===== config.mk =====
export PLATFORM = sky130hd
export DESIGN_NAME = ipd_accion
export DESIGN_NICKNAME = d
export VERILOG_FILES = /design/src/rtl/ipd_accion.sv
export SDC_FILE = /design/constraint.sdc
export NUM_CORES = 1
export LEC_CHECK = 0
export CORE_ASPECT_RATIO = 0.8
export CORE_UTILIZATION = 25
export DETAILED_ROUTE_END_ITERATION = 8
export MAX_ROUTING_LAYER = met4
export SLEW_MARGIN = 40
export SYNTH_ARGS = -nofsm -noshare
export SYNTH_HDL_FRONTEND = slang
export SYNTH_SLANG_ARGS = --single-unit

===== constraint.sdc =====
create_clock -name clk -period 3.3 [get_ports clk]
set_clock_uncertainty 0.05 [all_clocks]
set_input_delay 0.66 -clock clk [delete_from_list [all_inputs] [get_ports clk]]
set_output_delay 0.66 -clock clk [all_outputs]
set_load 0.1 [all_outputs]

===== src/rtl/ipd_accion.sv =====
// Servo control-action stage: combines the I/P/D terms into a saturated duty,
// applies integral anti-windup and drives a glitch-free PWM output.
module ipd_accion #(
  parameter int ancho = 20,
  parameter int UMAX  = 255,
  parameter int PRESC = 4
) (
  input  logic                    clk,
  input  logic                    rst_n,
  input  logic                    IPDready,
  input  logic signed [ancho-1:0] Integral,
  input  logic signed [ancho-1:0] Proporcional,
  input  logic signed [ancho-1:0] Derivada,
  input  logic signed [ancho-1:0] yk,
  output logic signed [ancho-1:0] i1,
  output logic signed [ancho-1:0] yk1,
  output logic        [7:0]       uk,
  output logic                    uk_valid,
  output logic                    sat_hi,
  output logic                    sat_lo,
  output logic                    overrun,
  output logic                    busy,
  output logic                    pwm_out
);

  localparam logic [1:0] S_IDLE = 2'd0;
  localparam logic [1:0] S_SUM  = 2'd1;
  localparam logic [1:0] S_SAT  = 2'd2;
  localparam logic [1:0] S_LOAD = 2'd3;

  localparam int SW = ancho + 2;
  localparam int PW = (PRESC > 1) ? $clog2(PRESC) : 1;
  localparam logic signed [SW-1:0] UMAX_S = SW'(UMAX);
  localparam logic        [7:0]    UMAX_U = 8'(UMAX);
  localparam logic        [PW-1:0] PRESC_LAST = PW'(PRESC - 1);

  logic [1:0]              state_q, state_d;
  logic signed [ancho-1:0] intg_q, intg_d, prop_q, prop_d, der_q, der_d, ykc_q, ykc_d;
  logic signed [SW-1:0]    s_q, s_d;
  logic [7:0]              ukSat_q, ukSat_d;
  logic                    hiN_q, hiN_d, loN_q, loN_d;
  logic [7:0]              uk_q, uk_d;
  logic signed [ancho-1:0] i1_q, i1_d, yk1_q, yk1_d;
  logic                    ukv_q, ukv_d, sh_q, sh_d, sl_q, sl_d, ovr_q, ovr_d;
  logic [PW-1:0]           presc_q, presc_d;
  logic [7:0]              cnt_q, cnt_d, duty_q, duty_d;
  logic                    pwm_q, pwm_d;
  logic                    tick;
  logic                    holdI;

  // Anti-windup: never let the integral grow further into the saturated side.
  assign holdI = (hiN_q && (intg_q > i1_q)) || (loN_q && (intg_q < i1_q));

  always_comb begin
    state_d = state_q;
    intg_d  = intg_q;
    prop_d  = prop_q;
    der_d   = der_q;
    ykc_d   = ykc_q;
    s_d     = s_q;
    ukSat_d = ukSat_q;
    hiN_d   = hiN_q;
    loN_d   = loN_q;
    uk_d    = uk_q;
    i1_d    = i1_q;
    yk1_d   = yk1_q;
    sh_d    = sh_q;
    sl_d    = sl_q;
    ukv_d   = 1'b0;
    ovr_d   = ovr_q | (IPDready && (state_q != S_IDLE));
    case (state_q)
      S_IDLE: begin
        if (IPDready) begin
          intg_d  = Integral;
          prop_d  = Proporcional;
          der_d   = Derivada;
          ykc_d   = yk;
          state_d = S_SUM;
        end
      end
      S_SUM: begin
        s_d     = SW'(intg_q) - SW'(prop_q) - SW'(der_q);
        state_d = S_SAT;
      end
      S_SAT: begin
        if (s_q > UMAX_S) begin
          ukSat_d = UMAX_U;
          hiN_d   = 1'b1;
          loN_d   = 1'b0;
        end else if (s_q[SW-1]) begin
          ukSat_d = 8'd0;
          hiN_d   = 1'b0;
          loN_d   = 1'b1;
        end else begin
          ukSat_d = s_q[7:0];
          hiN_d   = 1'b0;
          loN_d   = 1'b0;
        end
        state_d = S_LOAD;
      end
      S_LOAD: begin
        uk_d    = ukSat_q;
        sh_d    = hiN_q;
        sl_d    = loN_q;
        yk1_d   = ykc_q;
        if (!holdI) i1_d = intg_q;
        ukv_d   = 1'b1;
        state_d = S_IDLE;
      end
      default: state_d = S_IDLE;
    endcase
  end

  // Duty is sampled from the next-state uk so an update on the wrap edge lands in the new period.
  always_comb begin
    tick    = (presc_q == PRESC_LAST);
    presc_d = tick ? '0 : presc_q + PW'(1);
    cnt_d   = tick ? cnt_q + 8'd1 : cnt_q;
    duty_d  = (tick && (cnt_q == 8'hFF)) ? uk_d : duty_q;
    pwm_d   = (cnt_d < duty_d);
  end

  always_ff @(posedge clk or negedge rst_n) begin
    if (!rst_n) begin
      state_q <= S_IDLE;
      intg_q  <= '0;
      prop_q  <= '0;
      der_q   <= '0;
      ykc_q   <= '0;
      s_q     <= '0;
      ukSat_q <= '0;
      hiN_q   <= 1'b0;
      loN_q   <= 1'b0;
      uk_q    <= '0;
      i1_q    <= '0;
      yk1_q   <= '0;
      ukv_q   <= 1'b0;
      sh_q    <= 1'b0;
      sl_q    <= 1'b0;
      ovr_q   <= 1'b0;
      presc_q <= '0;
      cnt_q   <= '0;
      duty_q  <= '0;
      pwm_q   <= 1'b0;
    end else begin
      state_q <= state_d;
      intg_q  <= intg_d;
      prop_q  <= prop_d;
      der_q   <= der_d;
      ykc_q   <= ykc_d;
      s_q     <= s_d;
      ukSat_q <= ukSat_d;
      hiN_q   <= hiN_d;
      loN_q   <= loN_d;
      uk_q    <= uk_d;
      i1_q    <= i1_d;
      yk1_q   <= yk1_d;
      ukv_q   <= ukv_d;
      sh_q    <= sh_d;
      sl_q    <= sl_d;
      ovr_q   <= ovr_d;
      presc_q <= presc_d;
      cnt_q   <= cnt_d;
      duty_q  <= duty_d;
      pwm_q   <= pwm_d;
    end
  end

  assign i1       = i1_q;
  assign yk1      = yk1_q;
  assign uk       = uk_q;
  assign uk_valid = ukv_q;
  assign sat_hi   = sh_q;
  assign sat_lo   = sl_q;
  assign overrun  = ovr_q;
  assign busy     = (state_q != S_IDLE);
  assign pwm_out  = pwm_q;

endmodule


=== Yosys cells after proc, flatten, opt, wreduce, memory -nomap -nowiden ===
Index checks and enable logic that the tools add are counted.

* Register bits after elaboration: 185
* Input bits: 83
* Logic and storage cells: 57

* Add/subtract/negate cells: 4
* $lt $le $gt $ge: 4
* Eq/ne operators: 6
* Multiplexer cells: 12
* Bitwise logic cells: 2
* Reductions and logical operators: 9

{| class="wikitable"
|+ Operators by type and width
! cell !! number
|-
| 2-to-1 mux 8 bit || 5
|-
| greater-than comparator 22 x 9 -> 1 bit, second input constant || 1
|-
| subtractor 21 x 20 -> 22 bit || 1
|-
| subtractor 20 x 20 -> 21 bit || 1
|-
| greater-than comparator 20 bit || 1
|-
| less-than comparator 20 bit || 1
|-
| adder 8 x 1 -> 8 bit, second input constant || 1
|-
| == test 8 bit, second input constant || 1
|-
| less-than comparator 8 bit || 1
|-
| one-hot mux 2 bit (4 select lines) || 1
|-
| == test 2 bit, second input constant || 3
|-
| logical AND 1 bit || 4
|-
| 2-to-1 mux 1 bit || 4
|-
| 2-to-1 mux 2 bit || 2
|-
| AND reduction 2 bit || 2
|-
| adder 2 x 1 -> 2 bit, second input constant || 1
|-
| == test 2 x 1 -> 1 bit, second input constant || 1
|-
| zero test 2 bit || 1
|-
| inequality test 2 bit, second input constant || 1
|-
| nonzero test 2 bit || 1
|-
| logical OR 1 bit || 1
|-
| inverter 1 bit || 1
|-
| bitwise OR 1 bit || 1
|}

=== Depth between registers and ports, before layout ===
* Depth after elaboration: 5
* Gate-level depth with buffers: 11
* Gate-level depth less buffers: 11

=== Least setup slack after synthesis ===
No wires, ideal clock.

* Kind: reg-to-reg
* From: register i1_q[16], in the netlist i1[16]
* To: register i1_q[10], in the netlist i1[10]
* Setup time: 0.126 ns
* Data arrival time: 3.050 ns
* Data required time: 3.124 ns
* Slack: 0.074 ns
* Cell stages (with the launch flop): 11
* Buffers on the path: 1
* Period minus slack after synthesis: 3.226 ns
* Cells stage by stage: dfrtp_1 > inv_1 > ha_1 > nand4_1 > nor4_2 > nand2_1 > o211ai_2 > mux2i_1 > mux2i_1 > buf_6 > mux2_2

* Longest elaborated chain between the ends: 5

{| class="wikitable"
|+ RTL lines
! what !! line !! RTL
|-
| start, declared || 43 || <nowiki>logic signed [ancho-1:0] i1_q, i1_d, yk1_q, yk1_d;</nowiki>
|-
| start signal, assigned || 156 || <nowiki>i1_q <= i1_d;</nowiki>
|-
| greater-than comparator 20 bit / less-than comparator 20 bit (equally long branches) || 52 || <nowiki>assign holdI = (hiN_q && (intg_q > i1_q)) || (loN_q && (intg_q < i1_q));</nowiki>
|-
| logical AND 1 bit || 52 ||
|-
| logical OR 1 bit (*) || 52 ||
|-
| inverter 1 bit (no source line) (*) || - ||
|-
| AND reduction 2 bit (no source line) (*) || - ||
|}

Every way passes the cells marked *; elsewhere a longest branch is shown, timed or not.
A chain may end at the register's enable or synchronous reset.

=== Worst setup path after layout ===
* From: register intg_q[16]
* To: register i1_q[8], in the netlist i1[8]

* Longest elaborated chain between the ends: 5

{| class="wikitable"
|+ RTL lines
! what !! line !! RTL
|-
| start, declared || 38 || <nowiki>logic signed [ancho-1:0] intg_q, intg_d, prop_q, prop_d, der_q, der_d, ykc_q, ykc_d;</nowiki>
|-
| start signal, assigned || 147 || <nowiki>intg_q <= intg_d;</nowiki>
|-
| greater-than comparator 20 bit / less-than comparator 20 bit (equally long branches) || 52 ||
|-
| logical AND 1 bit || 52 ||
|-
| logical OR 1 bit (*) || 52 ||
|-
| inverter 1 bit (no source line) (*) || - ||
|-
| AND reduction 2 bit (no source line) (*) || - ||
|}

Marks and branches as above.

==> metrics.yaml <==
critical_path:
  path_class: "flip-flop to flip-flop"
  crit_fanout: 20
  reg2regPathDepth: 9
  cp.required_ps: 3580
  arrival_ps: 3390
  end_kind: "flip-flop"
  setup.worst_path.start_class: "flip-flop"
cells_and_area:
  diodes: 0
  drive_gt1_frac: 0.273
  syn_to_final_growth_pct: 26.8
  design_area_um2: 11800
  fill_cells: 3649
  num-nets-final: 1056
  final_cells: 1390
timing:
  setup_viol: 0
  slew_headroom: 0.513
  worst-slew-pin-transition_ps: 731
  clock.fmax_mhz: 322
  rsz0062_at_grt: "no"
  min_period_ps: 3100
  period_share: 0.940
  drv_slew: 0
  finalHoldViolations: 0
  fin_tns_setup_ps: 0
placed_design:
  dp_hpwl_um: 16300
  port_buffers: 136
  gp_congestion: 0.852
  dpl_cell_area_um2: 11200
  numPlacedInstances: 1358
hold_path:
  min_path_type: "primary input to async pin"
synthesis:
  synth_nets: 911
  synthArstFlopShare: 1.00
  syn_avg_cell_area_um2: 12.4
  synth_area_um2: 9290
  synth_largest_area_cell: "dfrtp_1"
  synth_common_cells: "185 x dfrtp_1, 142 x mux2_2, 87 x inv_1"
  synthTopCellsByArea: "dfrtp_1 50%, mux2_2 17%, ha_1 7.5%"
  ys_ff_latch: 185
  ys_types: 55
  synth_top_area_share: 0.498
  synth_edf_count: 0
  synth_flop_cell: "dfrtp_1"
  netlist_instances: 752
  yosysMostFrequentCell: "dfrtp_1"
  yosys_warnings: 0
  yosysSeqAreaShare: 0.498
floorplanning:
  rows: 62
  pin_count: 137
  die-area_um2: 37900
  start_util: 0.256
  fp.coreArea_um2: 36200
  dieHeight_um: 174
  die-width_um: 218
clock_network:
  cts_buffer_depth: 2
  path_clk_slew_ps: 70
  clock_sinks: 185
  h-tree-depth: 4
  postCtsSetupRepairBufs: 0
  cts_tree: "yes"
  postCtsHoldBufs: 0
  clockRootBuffer: "clkbuf_16"
  cts_buffers: 17
  clk_latency_ps: 450
route:
  drt_drc_violations_left: 0
  num_vias: 6060
  ant_nets: 0
  firstDrtPassIters: 7
  wire_per_inst_um: 15.6
  viasPerCell: 4.36
  drt-initial-drc-count: 327
  wl_um: 21700
global_route:
  antenna_found_initial: 0
  grt_max_degree: 87
  grt_pass1_wl_um: 35100
  gr-total-overflow: 0
  grt_pass1_vias: 6290
  track_usage: 0.124
run:
  maxCapViolations: 0
run_status:
  status: "completed"
==> kinds of logic after synthesis <==
family / count (synthesis) / share of synthesized area
AOI/OAI and AO/OA: 116 / 0.0841
xor gates and xnor gates: 17 / 0.0160
adders and majority gates: 76 / 0.119
buffers and inverters: 110 / 0.0465
DFF: 185 / 0.498
muxes: 154 / 0.185
and+or+nand+nor: 94 / 0.0515
==> repair_timing <==
| item | CTS | global route |
|---|---|---|
| endpoints found under the setup margin | 0 | 21 |
| gates resized for setup | 0 | 2 |
| endpoints found under the hold margin | 0 | 0 |
==> worst paths after layout <==
| kind | from | slack [ps] | end |
|---|---|---|---|
| worst max-delay path | intg_q[16] | 200 | i1[8] |
| worst min-delay path | rst_n | 210 | intg_q[4] |
| worst max register to register | intg_q[16] | 200 | i1[8] |
| worst min register to register | presc_q[0] | 380 | presc_q[0] |
| max in group asynchronous | rst_n | 2180 | yk1[7] |
| min in group clk | presc_q[0] | 380 | presc_q[0] |
==> layout by cell type, fill, tap and decap left out, types with 2 or more instances in the layout <==
cell type	instances
inv_1	87
dfrtp_1	185
nand4_1	13
clkdlybuf4s50_1	81
mux2_2	142
nand3_1	6
o21bai_1	3
o21ai_1	2
ha_1	55
a21boi_0	3
a21oi_1	31
inv_6	7
a21o_1	15
o311ai_0	3
buf_4	63
nand2_1	29
a31oi_1	4
nor2b_1	2
o211ai_1	2
nor4_1	2
mux2i_1	11
clkinvlp_4	2
nand3b_1	2
bufinv_16	3
fa_1	20
nor3_1	8
o31ai_1	4
a211oi_1	3
nor2_1	19
o21a_1	9
a221o_1	8
xor2_1	6
or3_1	2
clkbuf_16	17
buf_12	3
xnor2_1	11
o21ai_0	19
==> state kept, by name, summed over array words and instances (netlist names), 20 cells and up <==
register / count
i1: 20
s_q: 22
der_q: 20
prop_q: 20
ykc_q: 20
yk1: 20
intg_q: 20
==> per-stage QoR <==
stage	setup slack [ps]	hold WS, ps	util
final	197	213	0.325
after global routing	20.0	270	0.325
after CTS	118	238	0.325
after detailed placement	116	377	0.308
after global placement	234	365	0.308
after floorplan	74.2	314	-
==> per-layer routing <==
layer	vias to the layer above	track usage	wire length, um
met5	-	-	0
met1	3004	0.173	11000
met3	13	0.0296	904
li1	2927	-	-
met2	116	0.179	9660
met4	0	0.0337	200
==> worst max-delay path, cell delays in order (launching register included) <==
cell	delay, ps
dfrtp_1	440
ha_1	350
nand4_1	170
nor4_2	410
nand2_1	170
o211ai_2	220
mux2i_1	290
mux2i_2	250
buf_6	260
mux2_2	370
==> layout make-up <==
type / count / area (um2) / area share
clock buffer: 18 / 429 / 0.0364
clock inverter: 14 / 183 / 0.0155
inverter: 87 / 327 / 0.0277
multi-input combinational: 457 / 4240 / 0.360
sequential: 185 / 4630 / 0.393
tap: 480 / 601 / 0.0510
timing repair buffer: 149 / 1370 / 0.116
Power is not shown: default switching activity piles up to over one toggle a cycle in this logic, so the estimate is an artifact.
